### src/rtl/i2c_xfer_sequencer.sv
// ---------------------------------------------------------------------------
// i2c_xfer_sequencer
//   Transaction-level controller in front of a byte-level I2C master engine.
//   Takes one register-access request (1-byte write, or 1-byte read using a
//   repeated start), issues the engine command sequence, checks ACK/NACK,
//   supervises every command with a timeout and returns a status per request.
//
// Ports
//   PCLK, PRESETN      clock (rising edge), async active-low reset
//   req_*              request handshake: rnw, 7-bit device, register, wdata
//   rsp_valid          one-cycle completion pulse; rsp_rdata/rsp_err hold
//                      until the next accepted request
//   rsp_err            00 ok, 01 address NACK, 10 reg/data NACK, 11 timeout
//   busy               accept through the rsp_valid cycle
//   eng_cmd_*          command to engine (op 0 START, 1 WRITE, 2 READ,
//                      3 STOP, 4 RESTART), held until eng_cmd_ready
//   eng_done/nack/rdata   engine completion, sampled only while waiting
//   eng_abort          one-cycle pulse when a command times out
//
// state     | meaning
// ----------+---------------------------------------------------------------
// S_IDLE    | ready for a request
// S_START   | START condition
// S_DEVW    | WRITE device address with R/W=0
// S_REG     | WRITE register address
// S_WDATA   | WRITE data byte (write request only)
// S_RESTART | repeated START (read request only)
// S_DEVR    | WRITE device address with R/W=1
// S_RDATA   | READ one byte, master NACKs
// S_STOP    | STOP condition
// S_RESP    | rsp_valid pulse, then back to idle
// Every command state has an issue phase (wait_q=0) and a wait phase (wait_q=1).
// ---------------------------------------------------------------------------
module i2c_xfer_sequencer #(
    parameter int TIMEOUT = 50000,
    parameter int TO_W    = 16
) (
    input  logic       PCLK,
    input  logic       PRESETN,
    input  logic       req_valid,
    output logic       req_ready,
    input  logic       req_rnw,
    input  logic [6:0] req_dev,
    input  logic [7:0] req_reg,
    input  logic [7:0] req_wdata,
    output logic       rsp_valid,
    output logic [7:0] rsp_rdata,
    output logic [1:0] rsp_err,
    output logic       busy,
    output logic       eng_cmd_valid,
    output logic [2:0] eng_cmd_op,
    output logic [7:0] eng_cmd_data,
    input  logic       eng_cmd_ready,
    input  logic       eng_done,
    input  logic       eng_nack,
    input  logic [7:0] eng_rdata,
    output logic       eng_abort
);

    typedef enum logic [3:0] {
        S_IDLE, S_START, S_DEVW, S_REG, S_WDATA,
        S_RESTART, S_DEVR, S_RDATA, S_STOP, S_RESP
    } state_t;

    localparam logic [2:0] OP_START   = 3'd0;
    localparam logic [2:0] OP_WRITE   = 3'd1;
    localparam logic [2:0] OP_READ    = 3'd2;
    localparam logic [2:0] OP_STOP    = 3'd3;
    localparam logic [2:0] OP_RESTART = 3'd4;

    localparam logic [1:0] ERR_OK      = 2'b00;
    localparam logic [1:0] ERR_ADDR    = 2'b01;
    localparam logic [1:0] ERR_DATA    = 2'b10;
    localparam logic [1:0] ERR_TIMEOUT = 2'b11;

    localparam logic [TO_W-1:0] TO_LAST = TO_W'(TIMEOUT - 1);

    state_t          state_q, state_d;
    logic            wait_q, wait_d;
    logic [TO_W-1:0] cnt_q, cnt_d;
    logic            rnw_q, rnw_d;
    logic [6:0]      dev_q, dev_d;
    logic [7:0]      reg_q, reg_d;
    logic [7:0]      wdata_q, wdata_d;
    logic [7:0]      rdata_q, rdata_d;
    logic [1:0]      err_q, err_d;
    logic            is_cmd;

    assign is_cmd = (state_q != S_IDLE) && (state_q != S_RESP);

    // State register
    always_ff @(posedge PCLK or negedge PRESETN) begin
        if (!PRESETN) begin
            state_q <= S_IDLE;
            wait_q  <= 1'b0;
            cnt_q   <= '0;
            rnw_q   <= 1'b0;
            dev_q   <= '0;
            reg_q   <= '0;
            wdata_q <= '0;
            rdata_q <= '0;
            err_q   <= ERR_OK;
        end else begin
            state_q <= state_d;
            wait_q  <= wait_d;
            cnt_q   <= cnt_d;
            rnw_q   <= rnw_d;
            dev_q   <= dev_d;
            reg_q   <= reg_d;
            wdata_q <= wdata_d;
            rdata_q <= rdata_d;
            err_q   <= err_d;
        end
    end

    // Next-state logic
    always_comb begin
        state_d = state_q;
        wait_d  = wait_q;
        cnt_d   = cnt_q;
        rnw_d   = rnw_q;
        dev_d   = dev_q;
        reg_d   = reg_q;
        wdata_d = wdata_q;
        rdata_d = rdata_q;
        err_d   = err_q;

        case (state_q)
            S_IDLE: begin
                if (req_valid) begin
                    rnw_d   = req_rnw;
                    dev_d   = req_dev;
                    reg_d   = req_reg;
                    wdata_d = req_wdata;
                    rdata_d = '0;
                    err_d   = ERR_OK;
                    wait_d  = 1'b0;
                    cnt_d   = '0;
                    state_d = S_START;
                end
            end
            S_RESP: begin
                state_d = S_IDLE;
            end
            default: begin
                if (!wait_q) begin
                    // eng_done is not looked at here, so a done coincident
                    // with the handshake is dropped.
                    if (eng_cmd_ready) begin
                        wait_d = 1'b1;
                        cnt_d  = '0;
                    end
                end else if (eng_done) begin
                    // A done arriving in the last allowed cycle still wins
                    // over the timeout.
                    wait_d = 1'b0;
                    cnt_d  = '0;
                    case (state_q)
                        S_START:   state_d = S_DEVW;
                        S_DEVW:    state_d = eng_nack ? S_STOP : S_REG;
                        S_REG:     state_d = eng_nack ? S_STOP :
                                             (rnw_q ? S_RESTART : S_WDATA);
                        S_WDATA:   state_d = S_STOP;
                        S_RESTART: state_d = S_DEVR;
                        S_DEVR:    state_d = eng_nack ? S_STOP : S_RDATA;
                        S_RDATA:   state_d = S_STOP;
                        default:   state_d = S_RESP;
                    endcase
                    if (eng_nack && err_q == ERR_OK) begin
                        if (state_q == S_DEVW || state_q == S_DEVR)
                            err_d = ERR_ADDR;
                        else if (state_q == S_REG || state_q == S_WDATA)
                            err_d = ERR_DATA;
                    end
                    if (state_q == S_RDATA)
                        rdata_d = eng_rdata;
                end else if (cnt_q == TO_LAST) begin
                    // Engine presumed hung: abort and report without a STOP.
                    wait_d  = 1'b0;
                    cnt_d   = '0;
                    rdata_d = '0;
                    state_d = S_RESP;
                    if (err_q == ERR_OK)
                        err_d = ERR_TIMEOUT;
                end else begin
                    cnt_d = cnt_q + TO_W'(1);
                end
            end
        endcase
    end

    // Outputs
    always_comb begin
        req_ready     = (state_q == S_IDLE);
        busy          = (state_q != S_IDLE);
        rsp_valid     = (state_q == S_RESP);
        rsp_rdata     = rdata_q;
        rsp_err       = err_q;
        eng_cmd_valid = is_cmd && !wait_q;
        eng_abort     = is_cmd && wait_q && !eng_done && (cnt_q == TO_LAST);
        eng_cmd_op    = OP_START;
        eng_cmd_data  = '0;
        if (eng_cmd_valid) begin
            case (state_q)
                S_DEVW: begin
                    eng_cmd_op   = OP_WRITE;
                    eng_cmd_data = {dev_q, 1'b0};
                end
                S_REG: begin
                    eng_cmd_op   = OP_WRITE;
                    eng_cmd_data = reg_q;
                end
                S_WDATA: begin
                    eng_cmd_op   = OP_WRITE;
                    eng_cmd_data = wdata_q;
                end
                S_RESTART: eng_cmd_op = OP_RESTART;
                S_DEVR: begin
                    eng_cmd_op   = OP_WRITE;
                    eng_cmd_data = {dev_q, 1'b1};
                end
                S_RDATA:   eng_cmd_op = OP_READ;
                S_STOP:    eng_cmd_op = OP_STOP;
                default:   eng_cmd_op = OP_START;
            endcase
        end
    end

endmodule

### config.mk
export PLATFORM = sky130hd
export DESIGN_NAME = i2c_xfer_sequencer
export DESIGN_NICKNAME = d
export VERILOG_FILES = /design/src/rtl/i2c_xfer_sequencer.sv
export SDC_FILE = /design/constraint.sdc
export NUM_CORES = 1
export LEC_CHECK = 0
export CORE_MARGIN = 2
export CORE_UTILIZATION = 50
export CTS_CLUSTER_DIAMETER = 150
export DETAILED_ROUTE_END_ITERATION = 12
export PLACE_DENSITY = 0.78
export SLEW_MARGIN = 20
export SYNTH_ARGS = -nofsm -noshare
export SYNTH_HDL_FRONTEND = slang
export SYNTH_SLANG_ARGS = --single-unit
### constraint.sdc
create_clock -name PCLK -period 4.5 [get_ports PCLK]
set_clock_uncertainty 0.2 [all_clocks]
set_input_delay 1.125 -clock PCLK [delete_from_list [all_inputs] [get_ports PCLK]]
set_output_delay 1.125 -clock PCLK [all_outputs]
set_load 0.02 [all_outputs]
==> impl_metrics.toml, run 1 <==
[run_status]
outcome = "completed"

[critical_path]
worst_ep_required_time_ns = 3.17
data_arrival_time_of_the_critical_path_ns = 2.71
crit_chain = "ha_1 > and4b_1 > and4_1 > and4b_1 > clkdlybuf4s50_1"
cp_slowest_cell = "and4_1"
critPathBufInv = 1
max_stage_delay_ns = 0.61
worstSetupEndpointType = "output pin"
path_max_fanout = 16
critPathTopFamily = "simple AND/OR/NAND/NOR gates"
worst_setup_path_start_kind = "flip-flop"
critical_path_class = "reg2out"
timing.critical_path.mode_cell = "and4b_1"

[route]
vias_per_cell = 6.04
drt-initial-drc-count = 168
drt-pass1-iter-count = 8
drt-wirelength-per-cell_um = 16.7
post-route-drc-count = 0
ant_nets = 0
vias = 2668
routed_wirelength_mm = 7.40

[clocking]
postCtsHoldBufs = 0
cts.reportedPaths.clkPinSlew_ns = 0.11
cts_resized = 0
cts_tree = "done"
clock_sinks = 55
clk-insertion-delay-late_ns = 0.31
cts_made_buffers = 5
cts_max_level = 2
cts_root_buf = "clkbuf_8"
ctsLongestPathBuffers = 2
post-cts-setup-buffers = 0

[timing]
setup-tns-final_ns = 0
period_needed_ns = 4.03
finalSetupViolations = 0
fmaxAchievable_mhz = 248
grt_setup_unrepaired = "false"
final-max-slew-violation-count = 0
slew_at_the_pin_closest_to_its_max_slew_limit_ns = 1.03
relSlewSlack_pct = 31.4
timing.final.crit_share_pct = 89.7
hold_violation_count_in_the_final_report = 0

[pwr]
power_frac_comb_pct = 48.5
p_seq_share_pct = 38.1
clockPowerShare_pct = 13.4
p_int_w = 0.00129
total_switching_power_w = 0.000864
total_leakage_power_nw = 1.54
ir_worst_vdd_mv = 0.333
power_switching_share_pct = 40.1
powerDensity_nw_per_um2 = 562
finalPower_w = 0.00215

[synth]
yosys_warnings = 0
yosys.area.top_type = "dfrtp_1"
ys_top_cells_by_count = "dfrtp_1, mux2_2, o21ai_0"
syn_avg_cell_area_um2 = 9.90
synthesis.area_um2 = 3070
synth_enable_flop_cells = 0
synth.distinct_cells = 53
yosys_register_bits = 55
dominant_cell_by_count_in_the_synthesized_netlist = "dfrtp_1"
synthesis.nets = 349
postSynthCellCount = 310
synth_top_cell_area_share_pct = 44.8
ys_top_cells_by_area = "dfrtp_1, mux2_2, o21ai_0, nor2_1, a21oi_1"
synth-main-ff-cell = "dfrtp_1"
seq_area_frac_synth_pct = 44.8
ys_async_sr_fraction_pct = 100

[flow_run]
maxCapViolations = 0

[die]
io_pins = 64
core_area_um2 = 5920
chipWidth_um = 82.3
num_rows = 28
dieArea_um2 = 6780
die-height_um = 82.3
floorplan.initialDensity_pct = 51.8

[global_route]
global_route.overflow_total = 0
antenna_found_initial = 0
global_route.usage.total_pct = 23.1
largest_net_degree_at_the_start_of_global_routing = 34
grt_first_pass_wirelength_mm = 12.0
first_global_vias = 2474

[layout]
nNetsFinal = 405
area_delta_synth_final_pct = 24.8
post_route_cells_drive_above_1_share_pct = 16.1
antenna_cells = 0
fill_cells = 478

[placed_design]
buffer_ports.inserted = 63
gpl.final_weighted_congestion = 0.884
place_hpwl_mm = 5.36

[hold_path]
worst_hold_path_class = "reg2reg"
## logic make-up after synthesis
kind of cell,count (synthesis),synth area share (%)
and+or+nand+nor,110,20.3
AOI/OAI and AO/OA,79,17.0
DFF,55,44.8
muxes,34,12.4
buffers and inverters,30,4.69
xor gates and xnor gates,1,0.285
adders and majority gates,1,0.408
## metrics by stage
stage	hold WS (ns)	cells	area, um2	worst slack (ns)	util, %
2_1_floorplan	0.252	310	3070	1.33	-
3_3_place_gp	0.280	434	3730	0.721	63.0
3_5_place_dp	0.287	434	3730	0.683	63.0
4_1_cts	0.311	442	3830	0.476	64.7
5_1_grt	0.330	442	3830	0.312	64.7
6_report	0.311	442	3830	0.465	64.7
## worst paths after layout
check	slack, ns	from	to	cells after the start
worst max-delay path	0.47	cnt_q[0]	eng_abort	5
worst min-delay path	0.31	reg_q[0]	reg_q[0]	1
worst max register to register	1.62	state_q[1]	reg_q[3]	4
worst min register to register	0.31	reg_q[0]	reg_q[0]	1
max in group asynchronous	2.67	PRESETN	dev_q[2]	2
min in group asynchronous	0.65	PRESETN	cnt_q[2]	1
## final cells by class
type	instances	area, um2	area share [%]
multi-input combinational	225	1550	40.4
timing repair buffer	69	671	17.5
clock inverter	3	28.8	0.751
clock buffer	5	68.8	1.80
inverter	10	42.5	1.11
sequential	55	1380	35.9
tap	75	93.8	2.45
## power by group through the flow
stage          Clock (W)  Combinational, W  Sequential [W]
2_1_floorplan          0          0.000731        0.000809
3_3_place_gp           0           0.00101        0.000814
3_5_place_dp           0           0.00104        0.000824
4_1_cts         0.000297           0.00105        0.000815
5_1_grt         0.000318           0.00113        0.000842
6_report        0.000289           0.00104        0.000820
## state kept, by name, summed over array words and instances (netlist names)
| register | count |
|---|---|
| cnt_q | 16 |
| reg_q | 8 |
| rsp_rdata | 8 |
| wdata_q | 8 |
| dev_q | 7 |
| state_q | 4 |
| rsp_err | 2 |
| rnw_q | 1 |
| wait_q | 1 |
## per-layer routing
metal  global-route usage [%]  part of all wire [%]  vias to the layer above
met2                     37.3                    50                       79
met5                        0                     0                        -
met1                     31.8                    43                     1320
li1                         -                     -                     1258
met4                     6.00                   1.3                        0
met3                     4.78                   5.7                       11
## cells in the final DEF, fill, tap and decap left out, types with 2 or more instances in the layout
cell / count
a22oi_1: 7
and3b_1: 2
clkbuf_8: 5
a22o_1: 8
nor2_1: 22
o21ai_0: 24
nand4_1: 4
buf_4: 6
or2_2: 2
and3_1: 10
and4b_1: 2
nand2b_1: 4
dfrtp_1: 55
o31ai_1: 6
clkinv_4: 3
nor4_1: 3
nor3_1: 14
inv_1: 9
or3_1: 3
nand3_1: 9
nand2_1: 18
a311oi_1: 3
clkdlybuf4s50_1: 62
nor2b_1: 4
mux2_2: 33
a31oi_1: 5
a21oi_1: 15
nor3b_1: 2
a211oi_1: 2
## worst reg2reg max path: stages (launching register included)
cell and delay (ns):
dfrtp_1 0.60, or4_4 0.73, clkinv_4 0.13, nand2_1 0.59, mux2_2 0.54
Note: power is estimated with default switching activity, not from simulation.
==> inputs of run 2 (changes only) <==
==> constraint.sdc (replaced) <==
create_clock -name PCLK -period 4.47 [get_ports PCLK]
set_clock_uncertainty 0.2 [all_clocks]
set_input_delay 1.1175 -clock PCLK [delete_from_list [all_inputs] [get_ports PCLK]]
set_output_delay 1.1175 -clock PCLK [all_outputs]
set_load 0.02 [all_outputs]
==> run 2 against run 1 <==
  * Setup slack got worse by 0.012 ns
  * Via count decreased by 0.64%
  * Utilization decreased by 0.21 points
  * Die area unchanged
  * Critical path type unchanged
  * Critical endpoint unchanged
==> impl_metrics.toml, run 2 (synthesis gave the netlist of run 1 again) <==
[clocking]
ctsLongestPathBuffers = 2
cts.reportedPaths.clkPinSlew_ns = 0.10
clock_sinks = 55
post-cts-setup-buffers = 0
clk-insertion-delay-late_ns = 0.30
cts_made_buffers = 5
postCtsHoldBufs = 0
cts_tree = "done"
cts_root_buf = "clkbuf_8"
cts_resized = 0
cts_max_level = 2

[layout]
fill_cells = 489
nNetsFinal = 405
final_cell_mix = "clkdlybuf4s50_1, dfrtp_1, mux2_2, o21ai_0, nor2_1"
area_delta_synth_final_pct = 24.4
layoutNonFillerInstCount = 442
registers.top_by_ff_count = "cnt_q"
antenna_cells = 0
post_route_cells_drive_above_1_share_pct = 15.8
largest_register_ffs = 16
layout_commonest_cell = "clkdlybuf4s50_1"

[timing]
setup-tns-final_ns = 0
timing.final.crit_share_pct = 89.9
final-max-slew-violation-count = 0
slew_at_the_pin_closest_to_its_max_slew_limit_ns = 1.01
fmaxAchievable_mhz = 249
relSlewSlack_pct = 32.4
holdWs_ns = 0.304
finalSetupViolations = 0
period_needed_ns = 4.02
grt_setup_unrepaired = "false"
hold_violation_count_in_the_final_report = 0

[placed_design]
dp.cells = 434
place_hpwl_mm = 5.20
buffer_ports.inserted = 63
gpl.final_weighted_congestion = 0.880

[die]
chipWidth_um = 82.3
io_pins = 64
dieArea_um2 = 6780
floorplan.initialDensity_pct = 51.8
core_area_um2 = 5920
num_rows = 28
die-height_um = 82.3

[critical_path]
worst_setup_path_start_kind = "flip-flop"
critical_path_class = "reg2out"
path_max_fanout = 16
worstSetupEndpointType = "output pin"
data_arrival_time_of_the_critical_path_ns = 2.70
worst_ep_required_time_ns = 3.15

[route]
drt-pass1-iter-count = 4
drt-wirelength-per-cell_um = 16.6
routed_wirelength_mm = 7.36
post-route-drc-count = 0
vias_per_cell = 6.00
drt-initial-drc-count = 191
vias = 2651
ant_nets = 0

[pwr]
powerDensity_nw_per_um2 = 561
ir_worst_vdd_mv = 0.328
total_leakage_power_nw = 1.53

[global_route]
grt_first_pass_wirelength_mm = 11.6
largest_net_degree_at_the_start_of_global_routing = 34
global_route.usage.total_pct = 22.2
first_global_vias = 2395
global_route.overflow_total = 0
antenna_found_initial = 0

[hold_path]
worst_hold_path_class = "reg2reg"

[run_status]
outcome = "completed"

[flow_run]
maxCapViolations = 0
-- run 2: cell types whose count changed in the layout (fill, tap and decap cells not counted) --
cell        change
clkinv_4        -2
inv_8           -1
clkinv_2        +1
clkinvlp_4      +1
clkbuf_1        +1
-- run 2: power by group --
part | switching (W) | total [W] | internal (W)
combinational | 0.000542 | 0.00105 | 0.000506
clock | 0.000161 | 0.000271 | 0.000110
sequential | 0.000148 | 0.000823 | 0.000675
total | 0.000850 | 0.00214 | 0.00129
-- run 2: stage by stage --
stage / utilization (%) / worst slack, ns / power (W) / instance area (um2)
after floorplan: - / 1.31 / 0.00155 / 3070
after global placement: 63.0 / 0.703 / 0.00184 / 3730
after detailed placement: 63.0 / 0.682 / 0.00187 / 3730
after CTS: 64.5 / 0.472 / 0.00214 / 3820
after global routing: 64.5 / 0.321 / 0.00228 / 3820
final: 64.5 / 0.453 / 0.00214 / 3820
-- run 2: layout make-up --
type,count,area (um2),area share [%]
well taps,75,93.8,2.46
clock inverters,2,12.5,0.328
flip-flops and latches,55,1380,36.1
inverters,10,42.5,1.11
multi-input cells,225,1550,40.6
repair buffers,69,671,17.6
clock buffers,6,72.6,1.90
-- run 2: critical path: stages, from the launching register on --
cell             delay [ns]
dfrtp_1                0.42
ha_1                   0.23
and4b_1                0.23
and4_1                 0.62
and4b_1                0.29
clkdlybuf4s50_1        0.60
-- run 2: metal layers --
metal | up-vias | global-route usage, % | routed length [um] | share of wire, %
met3 | 6 | 5.22 | 344 | 4.7
met2 | 71 | 34.1 | 3550 | 48
met1 | 1313 | 32.0 | 3390 | 46
met4 | 0 | 5.00 | 69 | 0.94
met5 | - | 0 | 0 | 0
li1 | 1261 | - | - | -
-- run 2: path summary, 6_finish.rpt --
kind | slack, ns | startpoint | endpoint | depth (start not counted)
hold / removal | 0.30 | rnw_q | rnw_q | 1
setup / recovery | 0.45 | cnt_q[0] | eng_abort | 5
hold reg to reg | 0.30 | rnw_q | rnw_q | 1
min in group asynchronous | 0.67 | PRESETN | cnt_q[2] | 1
setup reg to reg | 1.57 | state_q[1] | dev_q[6] | 4
max in group asynchronous | 2.61 | PRESETN | wdata_q[3] | 2
==> inputs of run 3 (changes only) <==
--- a/config.mk
+++ b/config.mk
@@ -8,6 +8,7 @@
 export CORE_MARGIN = 2
 export CORE_UTILIZATION = 50
 export CTS_CLUSTER_DIAMETER = 150
+export CTS_CLUSTER_SIZE = 20
 export DETAILED_ROUTE_END_ITERATION = 12
 export PLACE_DENSITY = 0.78
 export SLEW_MARGIN = 20
==> results of run 3 <==
No change in the layout: final DEF, timing and power equal those of run 2.
